<file path="src/rtl/ram_master_pkg.sv">
// Shared encodings for the MEM-stage RAM initiator: access sizes, FSM states and
// the SRAM driver handshake levels.
package ram_master_pkg;

  typedef enum logic [1:0] {
    SizeByte = 2'b00,
    SizeHalf = 2'b01,
    SizeWord = 2'b10
  } size_e;

  typedef enum logic [2:0] {
    StIdle = 3'd0,
    StRd   = 3'd1,
    StGap  = 3'd2,
    StWr   = 3'd3,
    StDone = 3'd4,
    StErr  = 3'd5
  } state_e;

  localparam logic        ChipEnable  = 1'b1;
  localparam logic        ChipDisable = 1'b0;
  localparam logic        RAMWrite_OP = 1'b1;
  localparam logic        RAMRead_OP  = 1'b0;
  localparam logic [31:0] ZeroWord    = 32'h0000_0000;

  // Encoding 2'b11 is served as a word access.
  function automatic size_e norm_size(input logic [1:0] size);
    return (size == 2'b11) ? SizeWord : size_e'(size);
  endfunction

  function automatic logic misaligned(input logic [1:0] size, input logic [1:0] addr_lo);
    case (norm_size(size))
      SizeHalf: return addr_lo[0];
      SizeWord: return addr_lo != 2'b00;
      default:  return 1'b0;
    endcase
  endfunction

endpackage

</file>
<file path="src/rtl/ram_lane_align.sv">
// Little-endian byte-lane steering: extracts/extends sub-word loads and merges
// sub-word store data into a previously read word.
module ram_lane_align
  import ram_master_pkg::*;
(
  input  size_e       size,
  input  logic        sign_ext,
  input  logic [1:0]  lane,
  input  logic [31:0] rword,
  input  logic [31:0] wdata,
  output logic [31:0] load_val,
  output logic [31:0] merged
);

  logic [4:0]  sh;
  logic [31:0] mask;
  logic [31:0] shifted;

  always_comb begin
    sh       = 5'd0;
    mask     = 32'hFFFF_FFFF;
    load_val = rword;
    case (size)
      SizeByte: begin
        sh   = {lane, 3'b000};
        mask = 32'h0000_00FF << sh;
      end
      SizeHalf: begin
        sh   = {lane[1], 4'b0000};
        mask = 32'h0000_FFFF << sh;
      end
      default: ;
    endcase
    shifted = rword >> sh;
    case (size)
      SizeByte: load_val = {{24{sign_ext & shifted[7]}}, shifted[7:0]};
      SizeHalf: load_val = {{16{sign_ext & shifted[15]}}, shifted[15:0]};
      default:  load_val = rword;
    endcase
    merged = (rword & ~mask) | ((wdata << sh) & mask);
  end

endmodule

</file>
<file path="src/rtl/ram_master.sv">
// MEM-stage load/store initiator for the word-wide SRAM driver; sub-word stores
// are done as read, one-cycle disable gap, then write of the merged word.
module ram_master
  import ram_master_pkg::*;
#(
  parameter int unsigned ADDR_W = 32,
  parameter int unsigned DATA_W = 32
) (
  input  logic              clk,
  input  logic              rst,
  input  logic              req_i,
  input  logic              wr_i,
  input  logic [1:0]        size_i,
  input  logic              signed_i,
  input  logic [ADDR_W-1:0] addr_i,
  input  logic [DATA_W-1:0] wdata_i,
  output logic [DATA_W-1:0] rdata_o,
  output logic              done_o,
  output logic              err_o,
  output logic              stall_o,
  output logic              ram_ce_o,
  output logic              ram_we_o,
  output logic [ADDR_W-1:0] ram_addr_o,
  output logic [DATA_W-1:0] ram_data_o,
  input  logic [DATA_W-1:0] ram_data_i,
  input  logic              ram_ready_i
);

  state_e            state_q, state_d;
  logic [ADDR_W-1:0] addr_q;
  size_e             size_q;
  logic              sign_q;
  logic              wr_q;
  logic [DATA_W-1:0] wdata_q;
  logic [DATA_W-1:0] rdata_q;
  logic [DATA_W-1:0] ram_data_q;

  logic              req_mis;
  logic [31:0]       load_val;
  logic [31:0]       merged;

  assign req_mis = misaligned(size_i, addr_i[1:0]);

  ram_lane_align u_align (
    .size     (size_q),
    .sign_ext (sign_q),
    .lane     (addr_q[1:0]),
    .rword    (ram_data_i),
    .wdata    (wdata_q),
    .load_val (load_val),
    .merged   (merged)
  );

  always_comb begin
    state_d = state_q;
    unique case (state_q)
      StIdle: begin
        if (req_i) begin
          if (req_mis)                                  state_d = StErr;
          else if (wr_i && norm_size(size_i) == SizeWord) state_d = StWr;
          else                                          state_d = StRd;
        end
      end
      StRd:   if (ram_ready_i) state_d = wr_q ? StGap : StDone;
      // Driver drops its stale read ready only while disabled.
      StGap:  state_d = StWr;
      StWr:   if (ram_ready_i) state_d = StDone;
      StDone: state_d = StIdle;
      StErr:  state_d = StIdle;
      default: state_d = StIdle;
    endcase
  end

  always_ff @(posedge clk or posedge rst) begin
    if (rst) begin
      state_q    <= StIdle;
      addr_q     <= '0;
      size_q     <= SizeWord;
      sign_q     <= 1'b0;
      wr_q       <= 1'b0;
      wdata_q    <= '0;
      rdata_q    <= ZeroWord;
      ram_data_q <= ZeroWord;
    end else begin
      state_q <= state_d;
      if (state_q == StIdle && req_i) begin
        addr_q  <= addr_i;
        size_q  <= norm_size(size_i);
        sign_q  <= signed_i;
        wr_q    <= wr_i;
        wdata_q <= wdata_i;
        if (wr_i && norm_size(size_i) == SizeWord && !req_mis) ram_data_q <= wdata_i;
      end
      if (state_q == StRd && ram_ready_i) begin
        if (wr_q) ram_data_q <= merged;
        else      rdata_q    <= load_val;
      end
    end
  end

  always_comb begin
    ram_ce_o   = (state_q == StRd || state_q == StWr) ? ChipEnable : ChipDisable;
    ram_we_o   = (state_q == StWr) ? RAMWrite_OP : RAMRead_OP;
    ram_addr_o = {addr_q[ADDR_W-1:2], 2'b00};
    ram_data_o = ram_data_q;
    rdata_o    = rdata_q;
    done_o     = (state_q == StDone) || (state_q == StErr);
    err_o      = (state_q == StErr);
    stall_o    = req_i && (state_q != StDone) && !(state_q == StIdle && req_mis);
  end

endmodule

</file>
<file path="config.mk">
export PLATFORM = sky130hd
export DESIGN_NAME = ram_master
export DESIGN_NICKNAME = d
export VERILOG_FILES = /design/src/rtl/ram_master_pkg.sv /design/src/rtl/ram_lane_align.sv /design/src/rtl/ram_master.sv
export SDC_FILE = /design/constraint.sdc
export NUM_CORES = 1
export LEC_CHECK = 0
export ABC_AREA = 1
export ABC_CLOCK_PERIOD_IN_PS = 4800
export BUFFER_PORTS_ARGS = -buffer_cell sky130_fd_sc_hd__buf_2
export CAP_MARGIN = 20
export CORE_MARGIN = 4
export CORE_UTILIZATION = 40
export CTS_CLUSTER_DIAMETER = 80
export DETAILED_ROUTE_END_ITERATION = 12
export HOLD_SLACK_MARGIN = 0.02
export PLACE_DENSITY = 0.6
export SLEW_MARGIN = 5
export SYNTH_ARGS = -nofsm -noshare
export SYNTH_HDL_FRONTEND = slang
export SYNTH_SLANG_ARGS = --single-unit
</file>
<file path="constraint.sdc">
create_clock -name clk -period 4.8 [get_ports clk]
set_input_delay 0.24 -clock clk [delete_from_list [all_inputs] [get_ports clk]]
set_output_delay 0.24 -clock clk [all_outputs]
set_load 0.1 [all_outputs]
</file>
* After elaboration in Yosys (flattened, before gate mapping)
Cells that the tools add are included. Widths: inputs -> output; s select.
Storage, ports and cells: bits in registers 135, bits of input ports 104, ROM bits 0, bits in writable memories 0, word-level logic and storage cells 66, latch bits 0, memories kept 0, output and inout bits 101
Operators by class: multipliers 0, reduce and logical (&&, ||, !) cells 16, magnitude comparators 0, muxes and demuxes 18, equal/unequal tests 13, add/sub/neg operators 0, div/mod/pow operators 0, shifts and indexed selects 4, bitwise operators 7
Operators with widths (number):
- $mux 32 | 4
- $pmux 32 s2 | 2
- $and 32x32->32 | 2
- $not 32->32 | 1
- $or 32x32->32 | 1
- $shl 16x5->32 const A | 1
- $shl 32x5->32 | 1
- $shl 8x5->32 const A | 1
- $shr 32x5->16 | 1
- $mux 3 | 5
- $pmux 3 s4 | 1
- $pmux 5 s2 | 1
- $logic_and 1x1->1 | 7
- $eq 3x2->1 const B | 2
- $eq 3x3->1 const B | 2
- $ne 2x2->1 const B | 3
- $eq 2x1->1 const B | 2
- $eq 2x2->1 const B | 2
- $mux 2 | 2
- $eq 3x1->1 const B | 1
- $logic_not 3->1 | 1
- $ne 3x3->1 const B | 1
- $reduce_and 3->1 | 1
- $and 1x1->1 | 2
- 8 further kinds | 11

* Longest topological paths before layout
Gate-level depths: netlist (run 1).
word-level depth 10, gate-level depth with buffers 11, mapped depth without buffers 9

* Cells and area by module
From an unflattened synthesis (run 1), not the netlist that was laid out.
Unflattened totals: cell total of the unflattened synthesis 1115, area, all modules 7762.4 sq um
By module, submodules not included:
- ram_master | seq. area each 3379.5 sq um, instances 1, cells each 734, area each 6004.5 sq um
- ram_lane_align | seq. area each 0.0 sq um, instances 1, cells each 381, area each 1757.9 sq um

* Worst setup path after synthesis (run 1)
No wires, ideal clock.
path type register to output, start point register state_q[2], end point output port err_o, cell stages (with the launch flop) 3, path buffers 0, required time 4.560 ns, arrival time 2.506 ns, setup slack 2.054 ns, cell sequence dfrtp_1 -> inv_1 -> nor3_1
Between the ends: cells in the longest elaborated chain, start to end 1
Ends and longest elaborated chain:
- start: declaration | line ram_master.sv:29 | state_e state_q, state_d;
- start signal: assignment | line ram_master.sv:76 | state_q <= StIdle;
- start signal: assignment | line ram_master.sv:85 | state_q <= state_d;
- $eq 3x3->1 | line ram_master.sv:108 | err_o = (state_q == StErr);
- end: declaration | line ram_master.sv:19 | output logic err_o,
Every way passes these cells.

* Worst setup path after layout (run 1)
start point register addr_q[1], end point register rdata_q[13], in the netlist rdata_o[13]
Between the ends: cells in the longest elaborated chain, start to end 4
Ends and longest elaborated chain:
- start: declaration | line ram_master.sv:30 | logic [ADDR_W-1:0] addr_q;
- start signal: assignment | line ram_master.sv:87 | addr_q <= addr_i;
- $pmux 5 s2 * | line ram_lane_align.sv:23 | case (size)
- $shr 32x5->16 * | line ram_lane_align.sv:34 | shifted = rword >> sh;
- $and 1x1->1 | line ram_lane_align.sv:36 | SizeByte: load_val = {{24{sign_ext & shifted[7]}}, shifted[7:0]};
- $pmux 32 s2 * | line ram_lane_align.sv:35 | case (size)
- end signal: assignment | line ram_master.sv:82 | rdata_q <= ZeroWord;
- end signal: assignment | line ram_master.sv:96 | else rdata_q <= load_val;
- end: declaration | line ram_master.sv:35 | logic [DATA_W-1:0] rdata_q;
Every way passes the cells marked *; elsewhere a longest branch is shown, timed or not. A chain may end at the register's enable or synchronous reset.

==> impl_metrics.xml, run 1 <==
<?xml version="1.0" encoding="UTF-8"?>
<metrics>
  <group name="drt">
    <metric name="post_drt_via_cell_ratio" unit="">4.87</metric>
    <metric name="detail-route-antenna-nets" unit="">0</metric>
    <metric name="route.detailed.wl_per_inst" unit="um">16.0</metric>
    <metric name="detail_route.iter0.violations" unit="">431</metric>
    <metric name="detail_route.drc_violations" unit="">0</metric>
    <metric name="aggregate_routed_wire_length" unit="um">22100</metric>
    <metric name="detailroute.wirelength.met3" unit="um">1650</metric>
    <metric name="topRoutingLayerUsed" unit="">met5</metric>
    <metric name="dr.pass1.iters" unit="">5</metric>
    <metric name="routedLengthMet1" unit="um">9970</metric>
    <metric name="route.met2.wl" unit="um">9960</metric>
    <metric name="vias" unit="">6741</metric>
  </group>
  <group name="synthesis">
    <metric name="synthDistinctLibCells" unit="">36</metric>
    <metric name="synth-seq-cells" unit="">135</metric>
    <metric name="ys_warn_count" unit="">0</metric>
    <metric name="synthesis.instances" unit="">971</metric>
    <metric name="synth-edff-count" unit="">0</metric>
    <metric name="synth_seq_area_share" unit="%">44.9</metric>
    <metric name="synth.avg_cell_area" unit="sq um">7.75</metric>
    <metric name="asyncSetResetFlopFracSynth" unit="%">100</metric>
    <metric name="syn-cell-area" unit="sq mm">0.00753</metric>
    <metric name="dominantRegCellSynth" unit="">sky130_fd_sc_hd__dfrtp_1</metric>
  </group>
  <group name="outcome">
    <metric name="violations" unit="">hold timing</metric>
    <metric name="outcome" unit="">finished with violations</metric>
  </group>
  <group name="critical_path">
    <metric name="worst_path_required" unit="ns">5.15</metric>
    <metric name="largest_fanout_on_the_critical_path" unit="">29</metric>
    <metric name="type_of_origin_of_the_critical_path" unit="">flip-flop</metric>
    <metric name="worstSetupEndpointType" unit="">flip-flop</metric>
    <metric name="cp_data_arrival_time" unit="ns">3.10</metric>
    <metric name="path_class" unit="">flip-flop to flip-flop</metric>
    <metric name="worstRegToRegCells" unit="">8</metric>
  </group>
  <group name="timing">
    <metric name="final_period_minus_worst_setup_slack" unit="ns">2.74</metric>
    <metric name="fin_worst_hold_slack" unit="ns">-0.0201</metric>
    <metric name="achievable-frequency" unit="MHz">365</metric>
    <metric name="worst_slew_margin_rel" unit="%">40.5</metric>
    <metric name="timing.final.max_slew_violations" unit="">0</metric>
    <metric name="finalCritPeriodShare" unit="%">57.1</metric>
    <metric name="number_of_hold_violations_in_the_final_report" unit="">10</metric>
    <metric name="setup-tns-final" unit="ns">0</metric>
    <metric name="setup-violations-final" unit="">0</metric>
    <metric name="max_slew.worst_pin.slew" unit="ns">0.890</metric>
    <metric name="rsz_0062_raised_after_global_routing" unit="">false</metric>
    <metric name="final.setup_skew" unit="ns">0.00968</metric>
  </group>
  <group name="hold_path">
    <metric name="worst_hold_path_type" unit="">input pin to asynchronous set/reset pin</metric>
  </group>
  <group name="clocking">
    <metric name="cts-root-buf" unit="">sky130_fd_sc_hd__clkbuf_16</metric>
    <metric name="clkTransAtPathRegs" unit="ns">0.06</metric>
    <metric name="post_cts.repair.setup_buffers" unit="">0</metric>
    <metric name="clock_latency" unit="ns">0.43</metric>
    <metric name="total_clock_sinks" unit="">135</metric>
    <metric name="post_cts.resized_instances" unit="">0</metric>
    <metric name="h-tree-depth" unit="">4</metric>
    <metric name="clock_tree_from_tritoncts" unit="">yes</metric>
    <metric name="cts_inserted_buffers" unit="">17</metric>
    <metric name="max-clock-path-buffers" unit="">2</metric>
  </group>
  <group name="floorplan">
    <metric name="start_util" unit="%">41.3</metric>
    <metric name="fp.dieW" unit="um">145</metric>
    <metric name="placementRows" unit="">49</metric>
    <metric name="die_outline_height" unit="um">145</metric>
    <metric name="die_area" unit="sq mm">0.0211</metric>
    <metric name="i_o_pins" unit="">205</metric>
    <metric name="core-area" unit="sq mm">0.0182</metric>
  </group>
  <group name="global_routing">
    <metric name="first_global_vias" unit="">6572</metric>
    <metric name="first_pass_grt_wire_length" unit="um">35700</metric>
    <metric name="antenna_found_initial" unit="">2</metric>
    <metric name="gr-total-overflow" unit="">0</metric>
    <metric name="grt_max_degree" unit="">94</metric>
    <metric name="gr-usage-all-layers" unit="%">21.0</metric>
  </group>
  <group name="run">
    <metric name="max-cap-violations" unit="">0</metric>
  </group>
  <group name="place">
    <metric name="finalWeightedCongestion" unit="">0.882</metric>
    <metric name="placement.io_buffers" unit="">202</metric>
    <metric name="hpwl" unit="um">15900</metric>
  </group>
  <group name="cells_and_area">
    <metric name="final_nets" unit="">1244</metric>
    <metric name="fillers" unit="">1801</metric>
    <metric name="mostFrequentLayoutCell" unit="">sky130_fd_sc_hd__nand2_1</metric>
    <metric name="register_area" unit="sq mm">0.00338</metric>
    <metric name="layout.cells.most_common_list" unit="">sky130_fd_sc_hd__nand2_1, sky130_fd_sc_hd__buf_2, sky130_fd_sc_hd__dfrtp_1</metric>
    <metric name="final_layout_size_suffix_gt1_share" unit="%">25.7</metric>
    <metric name="area_growth_syn_to_layout" unit="%">21.9</metric>
    <metric name="multiInputGateArea" unit="sq mm">0.00312</metric>
  </group>
</metrics>
## critical path, cell delays in order, from the launching register on
cell                       delay [ns]
sky130_fd_sc_hd__dfrtp_1         0.62
sky130_fd_sc_hd__inv_1           0.21
sky130_fd_sc_hd__nor2_4          0.51
sky130_fd_sc_hd__inv_4           0.30
sky130_fd_sc_hd__nand3_4         0.17
sky130_fd_sc_hd__nand3b_2        0.42
sky130_fd_sc_hd__nand2_1         0.26
sky130_fd_sc_hd__nor2_1          0.06
sky130_fd_sc_hd__nor2_1          0.10
## cells in the mapped netlist (2+ instances only)
library cell	count	area [sq um]
sky130_fd_sc_hd__a21boi_0	4	30.0
sky130_fd_sc_hd__a21oi_1	48	240
sky130_fd_sc_hd__a21oi_4	3	48.8
sky130_fd_sc_hd__and2_1	2	12.5
sky130_fd_sc_hd__buf_2	24	120
sky130_fd_sc_hd__buf_4	38	285
sky130_fd_sc_hd__buf_6	14	158
sky130_fd_sc_hd__clkbuf_1	11	41.3
sky130_fd_sc_hd__dfrtp_1	134	3350
sky130_fd_sc_hd__inv_1	104	390
sky130_fd_sc_hd__inv_2	5	18.8
sky130_fd_sc_hd__inv_4	2	12.5
sky130_fd_sc_hd__nand2_1	288	1080
sky130_fd_sc_hd__nand2_2	2	12.5
sky130_fd_sc_hd__nand3_1	43	215
sky130_fd_sc_hd__nand3_2	4	40.0
sky130_fd_sc_hd__nand3_4	3	52.6
sky130_fd_sc_hd__nand4_1	5	31.3
sky130_fd_sc_hd__nor2_1	37	139
sky130_fd_sc_hd__nor2_4	4	45.0
sky130_fd_sc_hd__nor3_1	2	10.0
sky130_fd_sc_hd__o211ai_1	14	105
sky130_fd_sc_hd__o211ai_2	10	125
sky130_fd_sc_hd__o21ai_0	100	500
sky130_fd_sc_hd__o21ai_1	35	175
sky130_fd_sc_hd__o22ai_1	4	25.0
sky130_fd_sc_hd__or2_1	4	25.0
sky130_fd_sc_hd__or2_2	19	119
## routing by layer
layer  GRT usage (%)  up-vias
li1                -     3400
met1            28.1     3049
met2            32.9      251
met3            6.30       39
met4            6.65        2
met5               0        -
## metrics by stage
stage,hold WS (ns),std cells,setup WS [ns],util (%),area [sq um]
after floorplan,0.350,972,0.951,-,7530
after global placement,0.436,1319,2.14,45.3,8250
after detailed placement,0.441,1320,2.10,45.4,8270
after CTS,0.0246,1382,2.08,50.4,9170
after global routing,0.0561,1383,1.78,50.4,9180
final,-0.0201,1383,2.06,50.4,9180
## layout make-up
class	count	area share, %
sequential	135	36.8
clock inverter	11	1.64
antenna	1	0.0273
tap	229	3.12
timing repair buffer	237	14.8
multi-input combinational	638	34.0
clock buffer	21	4.91
inverter	111	4.65
## flip-flops by register name, indices dropped and copies added, names as in the netlist
| name | flops |
|---|---|
| size_q | 2 |
| sign_q | 1 |
| state_q | 3 |
| rdata_o | 32 |
| ram_data_o | 32 |
| wr_q | 1 |
| addr_q | 32 |
| wdata_q | 32 |
## cells by family (layout without fill, tap and decap cells)
kind of cell / Yosys count / in the layout / share of synthesized area, %
other: 1 / 3 / 0.0498
AND/OR/NAND/NOR: 417 / 417 / 24.5
buffers and inverters: 199 / 380 / 13.8
flip-flops: 135 / 135 / 44.9
AO/OA/AOI/OAI: 219 / 219 / 16.7
## what timing repair did
item,4_1_cts,5_1_grt
setup endpoints to repair,0,0
hold buffers,30,0
hold endpoints to repair,30,0
## final timing paths
kind                                        from  slack [ns]                       to
max                        addr_q[1]$_DFFE_PP0P_        2.06  rdata_o[13]$_DFFE_PP0P_
min                                          rst       -0.02   addr_q[30]$_DFFE_PP0P_
max reg2reg                addr_q[1]$_DFFE_PP0P_        2.06  rdata_o[13]$_DFFE_PP0P_
min reg2reg                addr_q[3]$_DFFE_PP0P_        0.47    addr_q[3]$_DFFE_PP0P_
max in group asynchronous                    rst        3.69   addr_q[31]$_DFFE_PP0P_
min in group clk                       addr_i[9]        0.05    addr_q[9]$_DFFE_PP0P_
Power of run 1 is left out: the tool's default activity adds up to more than one toggle a clock period on the data nets, which glitch-free logic cannot reach.
==> run 2, diff against run 1 <==
- ABC_CLOCK_PERIOD_IN_PS: 4800 -> 2450
- PLACE_DENSITY: 0.6 -> 0.62
- clock period: 4.8 -> 2.45 ns (I/O delays scaled with it)
==> impl_metrics.xml, run 2 (same netlist as run 1, synthesis figures left out) <==
<?xml version="1.0" encoding="UTF-8"?>
<metrics>
  <group name="timing">
    <metric name="number_of_hold_violations_in_the_final_report" unit="">0</metric>
    <metric name="finalCritPeriodShare" unit="%">86.6</metric>
    <metric name="final_period_minus_worst_setup_slack" unit="ns">2.12</metric>
    <metric name="max_slew.worst_pin.slew" unit="ns">0.802</metric>
    <metric name="finalWorstSetupSlack" unit="ns">0.327</metric>
    <metric name="final.setup_skew" unit="ns">0.00587</metric>
    <metric name="setup-violations-final" unit="">0</metric>
    <metric name="timing.final.max_slew_violations" unit="">0</metric>
    <metric name="setup-tns-final" unit="ns">0</metric>
    <metric name="achievable-frequency" unit="MHz">471</metric>
    <metric name="rsz_0062_raised_after_global_routing" unit="">false</metric>
    <metric name="worst_slew_margin_rel" unit="%">46.4</metric>
  </group>
  <group name="cells_and_area">
    <metric name="final_nets" unit="">1294</metric>
    <metric name="area_growth_syn_to_layout" unit="%">28.8</metric>
    <metric name="finalCoreUtilization" unit="%">53.2</metric>
    <metric name="design_area" unit="sq mm">0.00969</metric>
    <metric name="layout.cells.most_common_list" unit="">sky130_fd_sc_hd__nand2_1, sky130_fd_sc_hd__buf_2, sky130_fd_sc_hd__dfrtp_1</metric>
    <metric name="fillers" unit="">1728</metric>
    <metric name="mostFrequentLayoutCell" unit="">sky130_fd_sc_hd__nand2_1</metric>
    <metric name="final_layout_size_suffix_gt1_share" unit="%">26.0</metric>
  </group>
  <group name="drt">
    <metric name="detail_route.iter0.violations" unit="">431</metric>
    <metric name="detail_route.drc_violations" unit="">0</metric>
    <metric name="aggregate_routed_wire_length" unit="um">23100</metric>
    <metric name="detail-route-antenna-nets" unit="">0</metric>
    <metric name="dr.pass1.iters" unit="">5</metric>
    <metric name="route.detailed.wl_per_inst" unit="um">16.1</metric>
    <metric name="vias" unit="">7084</metric>
    <metric name="post_drt_via_cell_ratio" unit="">4.94</metric>
  </group>
  <group name="clocking">
    <metric name="h-tree-depth" unit="">4</metric>
    <metric name="cts_inserted_buffers" unit="">17</metric>
    <metric name="clock_latency" unit="ns">0.42</metric>
    <metric name="holdBufCountCts" unit="">66</metric>
    <metric name="cts-root-buf" unit="">sky130_fd_sc_hd__clkbuf_16</metric>
    <metric name="clock_tree_from_tritoncts" unit="">yes</metric>
    <metric name="clkTransAtPathRegs" unit="ns">0.06</metric>
    <metric name="total_clock_sinks" unit="">135</metric>
    <metric name="max-clock-path-buffers" unit="">2</metric>
    <metric name="post_cts.resized_instances" unit="">0</metric>
    <metric name="post_cts.repair.setup_buffers" unit="">0</metric>
  </group>
  <group name="place">
    <metric name="hpwl" unit="um">16400</metric>
    <metric name="detailedPlace.worstSlack" unit="ns">0.334</metric>
    <metric name="placement.io_buffers" unit="">202</metric>
    <metric name="finalWeightedCongestion" unit="">0.923</metric>
    <metric name="placedInstanceArea" unit="sq mm">0.00841</metric>
  </group>
  <group name="global_routing">
    <metric name="gr-usage-all-layers" unit="%">21.8</metric>
    <metric name="gr-total-overflow" unit="">0</metric>
    <metric name="antenna_found_initial" unit="">3</metric>
    <metric name="first_pass_grt_wire_length" unit="um">36900</metric>
    <metric name="grt_max_degree" unit="">68</metric>
    <metric name="first_global_vias" unit="">6864</metric>
  </group>
  <group name="critical_path">
    <metric name="type_of_origin_of_the_critical_path" unit="">flip-flop</metric>
    <metric name="worstSetupEndpointType" unit="">flip-flop</metric>
    <metric name="largest_fanout_on_the_critical_path" unit="">29</metric>
    <metric name="cp_data_arrival_time" unit="ns">2.43</metric>
    <metric name="worst_path_required" unit="ns">2.76</metric>
    <metric name="path_class" unit="">flip-flop to flip-flop</metric>
  </group>
  <group name="floorplan">
    <metric name="fp.dieW" unit="um">145</metric>
    <metric name="die_outline_height" unit="um">145</metric>
    <metric name="start_util" unit="%">41.3</metric>
    <metric name="placementRows" unit="">49</metric>
    <metric name="i_o_pins" unit="">205</metric>
    <metric name="core-area" unit="sq mm">0.0182</metric>
    <metric name="die_area" unit="sq mm">0.0211</metric>
  </group>
  <group name="run">
    <metric name="max-cap-violations" unit="">0</metric>
  </group>
  <group name="outcome">
    <metric name="outcome" unit="">completed</metric>
  </group>
  <group name="hold_path">
    <metric name="worst_hold_path_type" unit="">input pin to flip-flop</metric>
  </group>
</metrics>
[run 2: cell types whose count changed in the layout (fill, tap and decap cells not counted), moves of 2 or more]
cell	previous run	this run
sky130_fd_sc_hd__buf_12	1	4
sky130_fd_sc_hd__clkbuf_1	3	1
sky130_fd_sc_hd__diode_2	1	3
sky130_fd_sc_hd__clkinv_2	2	4
sky130_fd_sc_hd__dlygate4sd3_1	30	66
sky130_fd_sc_hd__buf_4	4	15
[run 2: worst paths after layout]
kind,end,startpoint,slack [ns],cells after the start
worst min register to register,addr_q[11]$_DFFE_PP0P_,addr_q[11]$_DFFE_PP0P_,0.47,2
worst min-delay path,wdata_q[23]$_DFFE_PP0P_,wdata_i[23],0.03,3
max in group asynchronous,size_q[1]$_DFFE_PP1P_,rst,1.29,4
worst max-delay path,rdata_o[9]$_DFFE_PP0P_,size_q[1]$_DFFE_PP1P_,0.33,7
worst max register to register,rdata_o[9]$_DFFE_PP0P_,size_q[1]$_DFFE_PP1P_,0.33,7
min in group asynchronous,addr_q[10]$_DFFE_PP0P_,rst,0.40,3
[run 2: cell type report]
type	instances	area, sq um	area share, %
diodes	3	7.51	0.0774
clock buffers	18	429	4.43
clock inverters	13	181	1.87
inverters	111	425	4.39
multi-input cells	638	3120	32.2
flip-flops and latches	135	3380	34.9
well taps	229	287	2.96
repair buffers	287	1860	19.2
[run 2: per-stage QoR]
step / std cells / hold WS [ns]
after CTS: 1431 / 0.0220
final: 1434 / 0.0265
after global placement: 1334 / 0.303
after floorplan: 972 / 0.232
after detailed placement: 1334 / 0.300
after global routing: 1433 / 0.0350
[run 2: routing by layer]
layer  wire (um)  up-vias  global-route usage, %
li1            -     3511                      -
met1       10400     3253                   29.1
met2       10400      274                   34.2
met3        1650       44                   5.92
met4         664        2                   7.88
met5          13        -                      0
[run 2: worst max-delay path, cell delays in order (launching register included)]
cell and delay [ns]:
sky130_fd_sc_hd__dfstp_2 0.70, sky130_fd_sc_hd__nor2_4 0.09, sky130_fd_sc_hd__inv_4 0.30, sky130_fd_sc_hd__nand3_4 0.12, sky130_fd_sc_hd__nand3b_2 0.44, sky130_fd_sc_hd__nand2_1 0.17
sky130_fd_sc_hd__nor2_1 0.14, sky130_fd_sc_hd__nor2_1 0.05
Power of run 2 is left out for the same reason.
